`src/rtl/div_operand_packer.sv`:
```
// Pops a dividend/divisor word pair from the decoder queue, issues one divide and pushes
// quotient/status words to the encoder FIFO. Optional result watchdog: PACKER_TIMEOUT_EN.
module div_operand_packer #(
  parameter int unsigned DATA_WIDTH     = 48,
  parameter int unsigned OPERAND_WIDTH  = 32,
  parameter int unsigned TIMEOUT_CYCLES = 1024
) (
  input  logic                     clk,
  input  logic                     rst,
  input  logic [DATA_WIDTH-1:0]    q_data,
  input  logic                     q_empty,
  output logic                     rd_en,
  output logic                     div_valid,
  input  logic                     div_ready,
  output logic [OPERAND_WIDTH-1:0] div_dividend,
  output logic [OPERAND_WIDTH-1:0] div_divisor,
  input  logic                     res_valid,
  input  logic [OPERAND_WIDTH-1:0] res_quotient,
  input  logic [OPERAND_WIDTH-1:0] res_remainder,
  output logic                     wr_en,
  output logic [DATA_WIDTH-1:0]    wr_data,
  input  logic                     wr_full,
  output logic                     busy
);

  typedef enum logic [3:0] {
    StIdle, StCapA, StReqB, StCapB, StIssue, StWaitRes, StZero, StWrQ, StWrR
  } state_e;

  state_e r_state, w_state_next;

  logic [15:0]              r_tag;
  logic [OPERAND_WIDTH-1:0] r_dividend, r_divisor, r_quot, r_rem;
  logic                     r_tag_err, r_dbz;
  logic                     w_timeout, w_to_err;
  logic [15:0]              w_q_tag;
  logic [OPERAND_WIDTH-1:0] w_q_operand;

  assign w_q_tag     = q_data[OPERAND_WIDTH +: 16];
  assign w_q_operand = q_data[OPERAND_WIDTH-1:0];

`ifdef PACKER_TIMEOUT_EN
  localparam int unsigned CntW = $clog2(TIMEOUT_CYCLES + 1);
  logic [CntW-1:0] r_to_cnt;
  logic            r_to_err;

  // Fires on the last allowed WAIT_RES cycle when no result is present.
  assign w_timeout = (r_state == StWaitRes) && !res_valid &&
                     (r_to_cnt == CntW'(TIMEOUT_CYCLES - 1));
  assign w_to_err  = r_to_err;

  always_ff @(posedge clk or posedge rst) begin
    if (rst) begin
      r_to_cnt <= '0;
      r_to_err <= 1'b0;
    end else begin
      r_to_cnt <= (r_state == StWaitRes) ? r_to_cnt + 1'b1 : '0;
      if (w_timeout) begin
        r_to_err <= 1'b1;
      end else if (r_state == StWrR && !wr_full) begin
        r_to_err <= 1'b0;
      end
    end
  end
`else
  logic w_unused_cfg;
  assign w_unused_cfg = (TIMEOUT_CYCLES == 0);
  assign w_timeout    = 1'b0;
  assign w_to_err     = 1'b0;
`endif

  always_ff @(posedge clk or posedge rst) begin
    if (rst) begin
      r_state <= StIdle;
    end else begin
      r_state <= w_state_next;
    end
  end

  always_comb begin
    w_state_next = r_state;
    unique case (r_state)
      StIdle:    if (!q_empty) w_state_next = StCapA;
      StCapA:    w_state_next = StReqB;
      StReqB:    if (!q_empty) w_state_next = StCapB;
      StCapB:    w_state_next = (w_q_operand == '0) ? StZero : StIssue;
      StIssue:   if (div_ready) w_state_next = StWaitRes;
      StWaitRes: if (res_valid || w_timeout) w_state_next = StWrQ;
      StZero:    w_state_next = StWrQ;
      StWrQ:     if (!wr_full) w_state_next = StWrR;
      StWrR:     if (!wr_full) w_state_next = StIdle;
      default:   w_state_next = StIdle;
    endcase
  end

  always_comb begin
    rd_en     = !rst && !q_empty && (r_state == StIdle || r_state == StReqB);
    div_valid = (r_state == StIssue);
    wr_en     = !wr_full && (r_state == StWrQ || r_state == StWrR);
    busy      = (r_state != StIdle);
    wr_data   = '0;
    if (r_state == StWrQ) begin
      wr_data[OPERAND_WIDTH +: 16]    = r_tag;
      wr_data[OPERAND_WIDTH-1:0]      = r_quot;
    end else if (r_state == StWrR) begin
      wr_data[OPERAND_WIDTH-1:0]      = r_rem;
      wr_data[OPERAND_WIDTH]          = r_dbz;
      wr_data[OPERAND_WIDTH + 1]      = r_tag_err;
      wr_data[OPERAND_WIDTH + 2]      = w_to_err;
    end
  end

  always_ff @(posedge clk or posedge rst) begin
    if (rst) begin
      r_tag      <= '0;
      r_dividend <= '0;
      r_divisor  <= '0;
      r_quot     <= '0;
      r_rem      <= '0;
      r_tag_err  <= 1'b0;
      r_dbz      <= 1'b0;
    end else begin
      unique case (r_state)
        StCapA: begin
          r_dividend <= w_q_operand;
          r_tag      <= w_q_tag;
        end
        StCapB: begin
          r_divisor <= w_q_operand;
          r_tag_err <= (w_q_tag != r_tag);
        end
        StWaitRes: begin
          if (res_valid) begin
            r_quot <= res_quotient;
            r_rem  <= res_remainder;
          end else if (w_timeout) begin
            r_quot <= '1;
            r_rem  <= '0;
          end
        end
        StZero: begin
          // Divide-by-zero is resolved here; the divider never sees it.
          r_quot <= '1;
          r_rem  <= r_dividend;
          r_dbz  <= 1'b1;
        end
        StWrR: begin
          if (!wr_full) begin
            r_tag_err <= 1'b0;
            r_dbz     <= 1'b0;
          end
        end
        default: ;
      endcase
    end
  end

  assign div_dividend = r_dividend;
  assign div_divisor  = r_divisor;

endmodule

```
`config.mk`:
```
export PLATFORM = sky130hd
export DESIGN_NAME = div_operand_packer
export DESIGN_NICKNAME = d
export VERILOG_FILES = /design/src/rtl/div_operand_packer.sv
export SDC_FILE = /design/constraint.sdc
export NUM_CORES = 1
export LEC_CHECK = 0
export BUFFER_PORTS_ARGS = -buffer_cell sky130_fd_sc_hd__clkbuf_2
export CAP_MARGIN = 20
export CORE_ASPECT_RATIO = 1.4
export CORE_MARGIN = 3
export CORE_UTILIZATION = 50
export DETAILED_ROUTE_END_ITERATION = 10
export GPL_TIMING_DRIVEN = 0
export HOLD_SLACK_MARGIN = 0.15
export PLACE_DENSITY = 0.84
export SLEW_MARGIN = 20
export SYNTH_ARGS = -nofsm -noshare
export SYNTH_HDL_FRONTEND = slang
export SYNTH_SLANG_ARGS = --single-unit
```
`constraint.sdc`:
```
create_clock -name clk -period 5.55 [get_ports clk]
set_input_delay 0.2775 -clock clk [delete_from_list [all_inputs] [get_ports clk]]
set_output_delay 0.2775 -clock clk [all_outputs]
set_load 0.01 [all_outputs]
```
==> impl_metrics.yaml <==
final_layout:
  n_antenna_cell: 0
  fin_cells: 1255
  final_area_mm2: 0.009992
  nets: 1178
  drive_above_1_share: 0.3476
  fill_cells: 877
  area_growth_syn_to_layout_pct: 45.07
hold_path:
  hold_depth: 2
  hold_class: "in2reg"
sta:
  period_share: 0.5160
  fin_skew_ps: 11.15
  slew-limit-headroom: 0.5896
  period_minus_slack_ps: 2864
  rsz0062_at_grt: "false"
  worst_pin_slew_ps: 600.0
  slew_viol_final: 0
  hold_viol: 0
  hold_ws_ps: 156.8
  setup_viol: 0
  fmax_mhz: 349.2
clock_network:
  root_buffer: "clkbuf_16"
  post-cts-setup-buffers: 0
  cts_tree: "yes"
  clock_sinks: 150
  cts_buffers: 17
  cts_resized: 0
  cts.path.max_buffers: 2
  clkLatencyLatePin_ps: 430
  cts.clk_slew.worst_paths_ps: 70
  htreeDepth: 4
logic_synthesis:
  synth_cell_types: 35
  synth_top_cell_by_area: "dfrtp_1"
  synth.most_common_cell: "nand2_1"
  ys_ff_latch: 150
  synth_edf_count: 0
  synthTopCellsByCount: "nand2_1 (201), dfrtp_1 (150), mux2_2 (81)"
  syn_nets: 814
  synth_top_area_share: 0.5450
  ys.flop_type: "dfrtp_1"
  yosysSeqAreaShare: 0.5450
  ys_warn_count: 0
  synth-async-reset-ratio: 1.000
  synth.avg_cell_area_um2: 9.896
  synth_cells: 696
  syn_area_mm2: 0.006888
  synthTopCellsByArea: "dfrtp_1 (54%), mux2_2 (13%), nand2_1 (11%)"
grt:
  grt_util_all_layers: 0.3167
  antenna_found_initial: 0
  grt_pass1_vias: 7214
  grt_pass1_wl_mm: 37.61
  grt_overflow: 0
  grt_max_degree: 109
floorplan:
  dieArea_mm2: 0.01524
  row_count: 50
  io_pins: 234
  dieHeight_um: 144.9
  fp.coreArea_mm2: 0.01345
  die_width_um: 105.2
  initial_utilization: 0.5121
pwr:
  powerDensity_mw_per_mm2: 547.0
  ir_drop_uv: 280.5
  p_leak_nw: 4.821
  p_total_mw: 5.465
setup_path:
  cp-end-kind: "output pin"
  critPathArrivalTime_ps: 2590
  start_kind: "flop"
  required_ps: 5270
  critPathKind: "reg2out"
  cp_max_fo: 10
  worstRegToRegCells: 6
place:
  place_hpwl_mm: 15.16
  place_congestion: 0.8351
  place_inst: 1112
  port_buffers: 233
  placedInstanceArea_mm2: 0.008317
detailed_routing:
  drt-total-wl_mm: 23.81
  dr.pass1.iters: 8
  drc_errors: 0
  post_drt_wl_per_cell_um: 18.97
  drt-initial-drc-count: 456
  routed_via_density: 5.425
  vias: 6808
  postRouteAntennaNets: 0
flow_run:
  max_cap_violations: 0
status:
  status: "finished clean"
cells in the final DEF (no fill, tap or decap), types with 2 or more instances in the layout:
master | synthesis | final
a21oi_1 | 38 | 38
a31oi_1 | 33 | 33
and2_1 | 15 | 15
buf_1 | 5 | 5
buf_2 | 18 | 18
buf_4 | 5 | 5
clkbuf_1 | 19 | 20
clkbuf_16 | 0 | 17
clkbuf_2 | 0 | 233
clkinv_2 | 0 | 3
clkinv_4 | 0 | 3
clkinvlp_4 | 0 | 2
dfrtp_1 | 150 | 150
dlygate4sd3_1 | 0 | 111
inv_1 | 4 | 3
inv_6 | 0 | 4
mux2_2 | 81 | 81
nand2_1 | 201 | 201
nand3_1 | 35 | 35
nand4_1 | 4 | 4
nor2_1 | 36 | 36
nor2b_1 | 4 | 4
nor3_1 | 3 | 3
nor4_1 | 9 | 9
o21ai_0 | 3 | 3
o41ai_1 | 2 | 2
xnor2_1 | 16 | 16
report_power, final:
group | switching, mW | leakage [nW] | internal, mW
clock network | 0.483 | 0.275 | 0.634
registers | 0.383 | 1.72 | 1.64
logic | 1.28 | 2.83 | 1.05
total | 2.14 | 4.82 | 3.32
final timing paths:
path,from,endpoint,slack [ps]
max in group asynchronous,rst,r_quot[4],4250
worst max-delay path,r_state[0],wr_data[14],2690
min in group asynchronous,rst,div_dividend[24],430
worst max register to register,r_state[1],r_rem[5],3500
worst min-delay path,q_data[21],div_dividend[21],160
worst min register to register,r_quot[21],r_quot[21],490
per-layer routing:
| metal | wire length, µm | share of wire | vias up | global-route usage |
|---|---|---|---|---|
| li1 | - | - | 3090 | - |
| met1 | 8874 | 0.37 | 3274 | 0.3730 |
| met2 | 12190 | 0.51 | 357 | 0.5400 |
| met3 | 1607 | 0.068 | 87 | 0.07057 |
| met4 | 1131 | 0.048 | 0 | 0.1755 |
| met5 | 0 | 0 | - | 0 |
logic make-up after synthesis:
family,after synthesis,share of synthesized area
AOI/OAI and AO/OA,82,0.07084
buffers and inverters,52,0.03542
DFF,150,0.5450
xor gates and xnor gates,16,0.02034
and+or+nand+nor,315,0.1960
muxes,81,0.1324
cell type report:
class,instances,area [µm²],area share
well taps,182,227.7,0.02279
inverters,4,22.52,0.002254
multi-input cells,494,2890,0.2893
flip-flops and latches,150,3754,0.3757
clock inverters,13,121.4,0.01215
clock buffers,19,442.9,0.04433
repair buffers,345,2305,0.2307
plain buffers,48,229.0,0.02292
critical path, cell delays in order, from the launching register on:
cell and delay (ps):
dfrtp_1 450, buf_2 240, nand2_1 130, nor2_1 390
clkbuf_1 420, nand2_1 140, a21oi_1 200, clkbuf_2 190
timing repair:
| action | 4_1_cts | 5_1_grt |
|---|---|---|
| hold endpoints to repair | 180 | 0 |
| setup endpoints to repair | 0 | 0 |
| hold buffers | 111 | 0 |
sequential cells by signal, indices dropped and copies added (netlist names):
name,count
r_dbz,1
r_tag,16
div_dividend,32
r_tag_err,1
r_state,4
r_rem,32
div_divisor,32
r_quot,32
stage by stage:
| stage | setup slack, ps | setup TNS, ps | util |
|---|---|---|---|
| 2_1_floorplan | 1236 | 0 | - |
| 3_3_place_gp | -449.5 | -65650 | 0.6157 |
| 3_5_place_dp | 3154 | 0 | 0.6183 |
| 4_1_cts | 2710 | 0 | 0.7429 |
| 5_1_grt | 2505 | 0 | 0.7429 |
| 6_report | 2686 | 0 | 0.7429 |
Power figures use the tool's default switching activity.
